<file path="src/rtl/plic_gateway.sv">
// plic_gateway: per-source level/edge interrupt gateway feeding the PLIC core request vector.
// Define PLIC_GW_SYNC_EN to insert a two-flop synchronizer on every SrcIn bit (asynchronous pads).
//
// state      | meaning
// ST_IDLE    | nothing outstanding; trigger re-evaluated every cycle
// ST_PEND    | GwReq asserted, waiting for the claim of this ID
// ST_SERVICE | claimed by a hart, waiting for the complete of this ID
module plic_gateway #(
   parameter int NUM_SRC = 10,
   parameter int CNT_W   = 3
) (
   input  logic               PCLK,
   input  logic               PRESETn,
   input  logic [NUM_SRC-1:0] SrcIn,
   input  logic [NUM_SRC-1:0] EdgeMode,
   input  logic               ClaimValid,
   input  logic [5:0]         ClaimID,
   input  logic               CompValid,
   input  logic [5:0]         CompID,
   input  logic               OvfClr,
   output logic [NUM_SRC-1:0] GwReq,
   output logic [NUM_SRC-1:0] Overflow
);

   typedef enum logic [1:0] {
      ST_IDLE    = 2'd0,
      ST_PEND    = 2'd1,
      ST_SERVICE = 2'd2
   } gw_state_e;

   localparam logic [CNT_W-1:0] CNT_MAX = {CNT_W{1'b1}};
   localparam logic [CNT_W-1:0] CNT_ONE = CNT_W'(1);

   gw_state_e          r_state     [NUM_SRC];
   gw_state_e          w_state_nxt [NUM_SRC];
   logic [CNT_W-1:0]   r_cnt       [NUM_SRC];
   logic [CNT_W-1:0]   w_cnt_nxt   [NUM_SRC];
   logic [NUM_SRC-1:0] r_src_q;
   logic [NUM_SRC-1:0] r_mode;
   logic [NUM_SRC-1:0] r_ovf;
   logic [NUM_SRC-1:0] w_s;
   logic [NUM_SRC-1:0] w_rise;
   logic [NUM_SRC-1:0] w_mode;
   logic [NUM_SRC-1:0] w_claim_hit;
   logic [NUM_SRC-1:0] w_comp_hit;
   logic [NUM_SRC-1:0] w_ovf_nxt;

`ifdef PLIC_GW_SYNC_EN
   logic [NUM_SRC-1:0] r_sync1;
   logic [NUM_SRC-1:0] r_sync2;

   always_ff @(posedge PCLK or negedge PRESETn) begin
      if (!PRESETn) begin
         r_sync1 <= '0;
         r_sync2 <= '0;
      end else begin
         r_sync1 <= SrcIn;
         r_sync2 <= r_sync1;
      end
   end

   assign w_s = r_sync2;
`else
   assign w_s = SrcIn;
`endif

   assign w_rise = w_s & ~r_src_q;

   // IDs are 1-based; ID 0 and IDs above NUM_SRC never match any source.
   always_comb begin
      w_claim_hit = '0;
      w_comp_hit  = '0;
      for (int i = 0; i < NUM_SRC; i++) begin
         w_claim_hit[i] = ClaimValid && (ClaimID == 6'(i + 1));
         w_comp_hit[i]  = CompValid  && (CompID  == 6'(i + 1));
      end
   end

   // Mode is followed live in IDLE and frozen for the rest of a request lifetime.
   always_comb begin
      w_mode = r_mode;
      for (int i = 0; i < NUM_SRC; i++) begin
         if (r_state[i] == ST_IDLE) begin
            w_mode[i] = EdgeMode[i];
         end
      end
   end

   always_comb begin
      w_ovf_nxt = r_ovf & ~{NUM_SRC{OvfClr}};
      for (int i = 0; i < NUM_SRC; i++) begin
         w_state_nxt[i] = r_state[i];
         w_cnt_nxt[i]   = r_cnt[i];
         case (r_state[i])
            ST_IDLE: begin
               if (w_mode[i]) begin
                  // A fresh rise is consumed directly; otherwise replay one stored edge.
                  if (w_rise[i]) begin
                     w_state_nxt[i] = ST_PEND;
                  end else if (r_cnt[i] != '0) begin
                     w_state_nxt[i] = ST_PEND;
                     w_cnt_nxt[i]   = r_cnt[i] - CNT_ONE;
                  end
               end else if (w_s[i]) begin
                  w_state_nxt[i] = ST_PEND;
               end
            end
            ST_PEND: begin
               if (w_claim_hit[i]) begin
                  w_state_nxt[i] = ST_SERVICE;
               end
            end
            ST_SERVICE: begin
               if (w_comp_hit[i]) begin
                  w_state_nxt[i] = ST_IDLE;
               end
            end
            default: begin
               w_state_nxt[i] = ST_IDLE;
            end
         endcase
         if (w_mode[i] && w_rise[i] && (r_state[i] != ST_IDLE)) begin
            if (r_cnt[i] == CNT_MAX) begin
               w_ovf_nxt[i] = 1'b1;
            end else begin
               w_cnt_nxt[i] = r_cnt[i] + CNT_ONE;
            end
         end
         if (!w_mode[i]) begin
            w_cnt_nxt[i] = '0;
         end
      end
   end

   always_ff @(posedge PCLK or negedge PRESETn) begin
      if (!PRESETn) begin
         r_src_q <= '0;
         r_mode  <= '0;
         r_ovf   <= '0;
         for (int i = 0; i < NUM_SRC; i++) begin
            r_state[i] <= ST_IDLE;
            r_cnt[i]   <= '0;
         end
      end else begin
         r_src_q <= w_s;
         r_mode  <= w_mode;
         r_ovf   <= w_ovf_nxt;
         for (int i = 0; i < NUM_SRC; i++) begin
            r_state[i] <= w_state_nxt[i];
            r_cnt[i]   <= w_cnt_nxt[i];
         end
      end
   end

   always_comb begin
      GwReq = '0;
      for (int i = 0; i < NUM_SRC; i++) begin
         GwReq[i] = (r_state[i] == ST_PEND);
      end
   end

   assign Overflow = r_ovf;

endmodule

</file>
<file path="config.mk">
export PLATFORM = sky130hd
export DESIGN_NAME = plic_gateway
export DESIGN_NICKNAME = d
export VERILOG_FILES = /design/src/rtl/plic_gateway.sv
export SDC_FILE = /design/constraint.sdc
export NUM_CORES = 1
export LEC_CHECK = 0
export ABC_CLOCK_PERIOD_IN_PS = 1950
export BUFFER_PORTS_ARGS = -buffer_cell sky130_fd_sc_hd__buf_2
export CORE_MARGIN = 1.5
export CORE_UTILIZATION = 50
export CTS_CLUSTER_SIZE = 20
export DETAILED_ROUTE_END_ITERATION = 16
export PLACE_DENSITY = 0.7
export SYNTH_ARGS = -nofsm -noshare
export SYNTH_HDL_FRONTEND = slang
export SYNTH_SLANG_ARGS = --single-unit
export TNS_END_PERCENT = 30
</file>
<file path="constraint.sdc">
create_clock -name PCLK -period 1.95 [get_ports PCLK]
set_input_delay 0.0975 -clock PCLK [delete_from_list [all_inputs] [get_ports PCLK]]
set_output_delay 0.0975 -clock PCLK [all_outputs]
set_load 0.02 [all_outputs]
</file>
* Yosys cells after proc, flatten, opt, wreduce, memory -nomap -nowiden
Cells that the tools add are included.
Word-level totals: word-level logic and storage cells 377, flip-flop bits (word level) 80
Cells by class: add/sub/neg operators 20, bitwise operators 4, mux-type cells 160, reductions and logical operators 80, equal/unequal tests 90
Operators by type and width (count):
- $mux W3 | 60
- $mux W2 | 60
- $pmux W2 S3 | 10
- $eq A6 B3 Y1 const B | 8
- $logic_and A1 B1 Y1 | 40
- $ne A4 B3 Y1 const B | 10
- $reduce_and A4 Y1 | 10
- $eq A6 B4 Y1 const B | 6
- $add A3 B1 Y3 const B | 10
- $eq A3 B3 Y1 const B | 10
- $mux W1 | 30
- $ne A3 B3 Y1 const B | 10
- $reduce_bool A3 Y1 | 10
- $sub A3 B1 Y3 const B | 10
- $eq A6 B2 Y1 const B | 4
- $and A10 B10 Y10 | 2
- $eq A2 B1 Y1 const B | 10
- $eq A2 B2 Y1 const B | 10
- $logic_not A2 Y1 | 10
- $ne A2 B1 Y1 const B | 10
- $ne A2 B2 Y1 const B | 10
- $not A10 Y10 | 2
- $reduce_bool A2 Y1 | 10
- $eq A6 B1 Y1 const B | 2

* Logic depth before layout (Yosys ltp)
Gate-level depths: netlist of run 1.
depth in word-level cells 7, gate-level depth with buffers 6, mapped depth without buffers 6

* Worst setup path before layout of run 1
OpenSTA, ideal clock, no wires.
path type reg2reg, start point register r_cnt[18] in the netlist's numbering, end point register r_cnt[19] in the netlist's numbering, data required time 1.872 ns, clock period less this slack 1.682 ns, arrival time 1.603 ns, path slack 0.268 ns, cell stages (with the launch flop) 7, cells stage by stage dfrtp_1 > ha_1 > ha_1 > or3_1 > buf_2 > mux2_4 > a21oi_1
RTL lines:
- from (decl) | line 36 | logic [CNT_W-1:0] r_cnt [NUM_SRC];
- from (signal, indexed assignment) | line 150 | r_cnt[i] <= w_cnt_nxt[i];

==> results of run 1 <==
[what timing repair did]
action / CTS / global route
buffers inserted: 0 / 0
hold endpoints to repair: 36 / 0
hold buffers: 11 / 0
[cell usage after synthesis (3+ instances only)]
master	n	area share [%]
a211oi_1	9	1.5
a21o_1	9	1.5
a21oi_1	35	3.8
a221oi_1	10	1.9
a22o_1	9	1.7
a311oi_1	16	3.0
a31o_2	14	2.7
and3b_1	3	0.57
buf_4	10	1.6
dfrtp_1	80	43
ha_1	40	11
inv_1	35	2.8
mux2i_1	11	2.4
nand2_1	21	1.7
nand2b_1	27	3.7
nand3_1	32	3.5
nand3b_1	7	1.1
nand4_1	4	0.54
nor2_1	40	3.3
nor2b_1	11	1.5
nor3b_1	3	0.49
nor4b_1	4	0.76
o21a_1	8	1.3
o21ai_0	5	0.54
or3_1	3	0.41
[state kept, by name (all words and copies together), names as in the netlist]
name and count:
r_src_q 10, r_cnt 30, Overflow 10, r_mode 10
r_state 20
[kinds of logic (layout without fill, tap and decap cells)]
family | count (synthesis) | in the layout | synth area share, %
and+or+nand+nor | 159 | 159 | 18.12
AOI/OAI and AO/OA | 125 | 125 | 19.74
muxes | 13 | 13 | 3.038
buffers and inverters | 49 | 125 | 4.855
adders and majority gates | 40 | 40 | 10.85
DFF | 80 | 80 | 43.40
[power by group]
group | leakage (uW) | internal, uW | switching [uW]
Combinational | 0.00142 | 548 | 791
Sequential | 0.00103 | 1880 | 157
Clock | 0.000103 | 660 | 583
Total | 0.00254 | 3090 | 1530
[layer usage]
metal | up-vias | part of all wire [%] | global-route usage (%)
li1 | 1835 | - | -
met1 | 1772 | 47 | 27.76
met2 | 77 | 47 | 34.16
met3 | 11 | 4.6 | 4.043
met4 | 2 | 1.1 | 6.717
met5 | - | 0.12 | 0
[critical path, cell delays in order (launching register included)]
cell and delay [ns]:
dfrtp_1 0.42, ha_1 0.21, ha_1 0.19, or3_1 0.46, mux2_4 0.29, a21oi_1 0.14
[cell type report]
class                      instances  share of cell area (%)
multi-input combinational        337                   44.97
tap                              108                   2.545
inverter                          36                   2.545
timing repair buffer              73                   8.485
clock inverter                     3                  0.7542
clock buffer                      13                   2.993
sequential                        80                   37.71
[worst max path at each step]
stage,startpoint,end,slack [ns]
finish,r_cnt[18],r_cnt[19],0.17
global route,r_cnt[0],r_cnt[1],0.07
CTS,r_cnt[18],r_cnt[19],0.17
detailed placement,r_cnt[18],r_cnt[19],0.19
global placement,r_cnt[18],r_cnt[19],0.26
floorplan,r_cnt[18],r_cnt[19],0.27
[metrics by stage]
step	cell area, sq um	utilization [%]	worst slack, ns	instances
after floorplan	4613	-	0.2683	466
after global placement	5000	56.50	0.2561	623
after detailed placement	5000	56.50	0.1859	623
after CTS	5309	60.00	0.1672	650
after global routing	5309	60.00	0.07491	650
final	5309	60.00	0.1650	650
==> flow_metrics.env, run 1 <==
export IMPL_run_status="complete, no violations"
export IMPL_clockBufferDepth=2
export IMPL_layout_commonest_cell="dfrtp_1"
export IMPL_cts_inserted_buffers=9
export IMPL_min_path_type="input pin to flip-flop"
export IMPL_cts_max_level=3
export IMPL_worstReg2RegEnd="r_cnt[19]"
export IMPL_grt_overflow=0
export IMPL_numPortBuffers=56
export IMPL_leakage_uw=0.002544
export IMPL_relSlewSlack_pct=49.54
export IMPL_hp_start="EdgeMode[4]"
export IMPL_yosysUniqueCellTypes=39
export IMPL_insertedDiodeCount=0
export IMPL_syn_area_sq_um=4613
export IMPL_multi_input_area_sq_um=2387
export IMPL_drv_slew=0
export IMPL_p_total_uw=4619
export IMPL_whs_path_depth=3
export IMPL_p_per_area_nw_per_um2=870.1
export IMPL_grt_pass1_vias=3499
export IMPL_dp_hpwl_mm=7.224
export IMPL_rows=34
export IMPL_wirelength_mm=9.646
export IMPL_cp_max_fo=6
export IMPL_die_w_um=99.06
export IMPL_period_share_pct=91.54
export IMPL_grt_pass1_wl_mm=16.42
export IMPL_io_pins=57
export IMPL_rsz0062_at_grt="no"
export IMPL_antenna_left=0
export IMPL_first_pass_iters=5
export IMPL_syn_num_nets=543
export IMPL_syn_inst=466
export IMPL_yosysSeqAreaShare_pct=43.40
export IMPL_synth_seq_cells=80
export IMPL_die_area_sq_um=9812
export IMPL_start_util_pct=52.14
export IMPL_clock_skew_ns=0.008911
export IMPL_fmax_mhz=560.2
export IMPL_hold_end="r_mode[4]"
export IMPL_cts_tree="built"
export IMPL_viasPerCell=5.688
export IMPL_ff_latch_area_sq_um=2002
export IMPL_cp_arrival_ns=2.04
export IMPL_ir_worst_vdd_v=0.0004857
export IMPL_wl_per_cell_um=14.84
export IMPL_insertion_delay_ns=0.34
export IMPL_grt_max_degree=37
export IMPL_die_y_um=99.06
export IMPL_drive_above_1_share_pct=17.53
export IMPL_cts_root_buf="clkbuf_8"
export IMPL_synthArstFlopShare_pct=100.0
export IMPL_hold_slack_ns=0.06598
export IMPL_initialDrtViolationCount=137
export IMPL_n_fill_cell=752
export IMPL_gp_congestion=0.8994
export IMPL_antenna_found_initial=1
export IMPL_finalHoldViolCount=0
export IMPL_r2r_start="r_cnt[18]"
export IMPL_final_min_clock_period_ns=1.785
export IMPL_tightest_slew_ns=0.7500
export IMPL_ff2ff_setup_slack_ns=0.17
export IMPL_tns_ns=0
export IMPL_clock_sinks=80
export IMPL_synth_edff_count=0
export IMPL_layout_common_cells="80 x dfrtp_1, 55 x buf_2, 40 x nor2_1, 40 x ha_1"
export IMPL_synthToLayoutAreaGrowth_pct=15.08
export IMPL_setup_viol=0
export IMPL_maxCapViolations=0
export IMPL_grt_use_total_pct=20.75
export IMPL_synth_warnings=0
export IMPL_vias=3697
export IMPL_cts_reportedPaths_clkPinSlew_ns=0.08
export IMPL_fin_nets=614
export IMPL_drc_errors=0
export IMPL_start_kind="flip-flop"
export IMPL_ys_flop_type="dfrtp_1"
export IMPL_core_area_sq_um=8848
export IMPL_cts_resized=0
export IMPL_syn_avg_cell_area_sq_um=9.900
export IMPL_path_class="flip-flop to flip-flop"
export IMPL_end_kind="flip-flop"
export IMPL_required_ns=2.21
export IMPL_r2r_cells=5
(Power assumes the default switching activity.)
==> run 2, diff against run 1 <==
--- a/config.mk
+++ b/config.mk
@@ -7,11 +7,12 @@
 export LEC_CHECK = 0
 export ABC_CLOCK_PERIOD_IN_PS = 1950
 export BUFFER_PORTS_ARGS = -buffer_cell sky130_fd_sc_hd__buf_2
+export CAP_MARGIN = 20
 export CORE_MARGIN = 1.5
 export CORE_UTILIZATION = 50
 export CTS_CLUSTER_SIZE = 20
 export DETAILED_ROUTE_END_ITERATION = 16
-export PLACE_DENSITY = 0.7
+export PLACE_DENSITY_LB_ADDON = 0.1
 export SYNTH_ARGS = -nofsm -noshare
 export SYNTH_HDL_FRONTEND = slang
 export SYNTH_SLANG_ARGS = --single-unit
==> flow_metrics.env, run 2 (same netlist as run 1, synthesis figures left out) <==
export IMPL_io_pins=57
export IMPL_ir_worst_vdd_v=0.0004001
export IMPL_synthToLayoutAreaGrowth_pct=15.35
export IMPL_biggestRegsByFlops="r_cnt: 30 flops, r_state: 20 flops"
export IMPL_die_y_um=99.06
export IMPL_final_min_clock_period_ns=1.770
export IMPL_leakage_uw=0.002554
export IMPL_start_util_pct=52.14
export IMPL_antenna_found_initial=0
export IMPL_layout_commonest_cell="dfrtp_1"
export IMPL_tns_ns=0
export IMPL_period_share_pct=90.79
export IMPL_insertion_delay_ns=0.34
export IMPL_fmax_mhz=564.8
export IMPL_drive_above_1_share_pct=17.83
export IMPL_cts_max_level=3
export IMPL_grt_max_degree=31
export IMPL_maxCapViolations=0
export IMPL_drc_errors=0
export IMPL_drv_slew=0
export IMPL_die_area_sq_um=9812
export IMPL_clock_skew_ns=0.004628
export IMPL_wl_per_cell_um=15.21
export IMPL_first_pass_iters=4
export IMPL_ff_latch_area_sq_um=2002
export IMPL_multi_input_area_sq_um=2387
export IMPL_grt_pass1_vias=3604
export IMPL_viasPerCell=5.695
export IMPL_cp_max_fo=6
export IMPL_largest_register_ff_count=30
export IMPL_dp_hpwl_mm=7.451
export IMPL_path_class="flip-flop to flip-flop"
export IMPL_end_kind="flip-flop"
export IMPL_setup_ws_ns=0.1795
export IMPL_grt_overflow=0
export IMPL_cts_resized=0
export IMPL_antenna_left=0
export IMPL_cts_tree="built"
export IMPL_rows=34
export IMPL_grt_use_total_pct=21.13
export IMPL_die_w_um=99.06
export IMPL_setup_viol=0
export IMPL_cts_inserted_buffers=9
export IMPL_gp_congestion=0.8417
export IMPL_tightest_slew_ns=0.5832
export IMPL_layout_common_cells="80 x dfrtp_1, 55 x buf_2, 40 x nor2_1, 40 x ha_1"
export IMPL_cts_reportedPaths_clkPinSlew_ns=0.08
export IMPL_clock_sinks=80
export IMPL_finalHoldViolCount=0
export IMPL_vias=3713
export IMPL_rsz0062_at_grt="no"
export IMPL_initialDrtViolationCount=140
export IMPL_clockBufferDepth=2
export IMPL_core_area_sq_um=8848
export IMPL_cp_arrival_ns=2.03
export IMPL_dpl_cell_area_sq_um=5010
export IMPL_insertedDiodeCount=0
export IMPL_dpl_worst_slack_ns=0.1930
export IMPL_run_status="complete, no violations"
export IMPL_grt_pass1_wl_mm=16.53
export IMPL_fin_area_sq_um=5321
export IMPL_start_kind="flip-flop"
export IMPL_relSlewSlack_pct=60.58
export IMPL_min_path_type="input pin to flip-flop"
export IMPL_numPortBuffers=56
export IMPL_cts_root_buf="clkbuf_8"
export IMPL_required_ns=2.21
export IMPL_wirelength_mm=9.914
export IMPL_top_register="r_cnt"
export IMPL_fin_nets=617
export IMPL_n_fill_cell=776
export IMPL_p_per_area_nw_per_um2=879.5
run 2: cell type report:
| cell class | count | area share, % |
|---|---|---|
| Timing Repair Buffer | 76 | 8.653 |
| Clock buffer | 11 | 2.469 |
| Inverter | 36 | 2.539 |
| Clock inverter | 4 | 1.317 |
| Sequential cell | 80 | 37.62 |
| Tap cell | 108 | 2.539 |
| Multi-Input combinational cell | 337 | 44.86 |
run 2: report_power, final:
part	internal (uW)	switching, uW
registers	1880	162
logic	548	790
clock network	712	587
total	3140	1540
run 2: timing repair:
action	CTS	global route
endpoints found under the setup margin	0	0
hold buffers	11	0
setup buffers	0	0
hold endpoints to repair	37	0
run 2: worst paths after layout:
kind,from,cells past startpoint,slack [ns],end
worst max register to register,r_cnt[0],5,0.18,r_cnt[1]
worst max-delay path,r_cnt[0],5,0.18,r_cnt[1]
max in group asynchronous,PRESETn,3,1.13,r_cnt[25]
worst min register to register,Overflow[9],1,0.50,Overflow[9]
min in group asynchronous,PRESETn,2,0.22,Overflow[6]
worst min-delay path,EdgeMode[8],3,0.06,r_mode[8]
run 2: stage by stage:
stage,power (uW),util (%),cells,hold WS [ns]
2_1_floorplan,3023,-,466,-0.1981
3_3_place_gp,3334,56.62,626,0.04725
3_5_place_dp,3385,56.62,626,0.05488
4_1_cts,4708,60.14,652,0.04320
5_1_grt,4985,60.14,652,0.05743
6_report,4680,60.14,652,0.05909
run 2: worst max-delay path, stage by stage, from the launching register on:
cell and delay [ns]:
dfrtp_1 0.42, ha_1 0.21, ha_1 0.19, or3_1 0.46
mux2_4 0.29, a21oi_1 0.12
run 2: routing by layer:
metal  wire (um)  vias to the layer above  global-route usage (%)
li1            -                     1832                       -
met1        4667                     1784                   27.99
met2        4754                       81                   35.60
met3         312                       16                   3.050
met4         179                        0                   7.476
met5           0                        -                       0
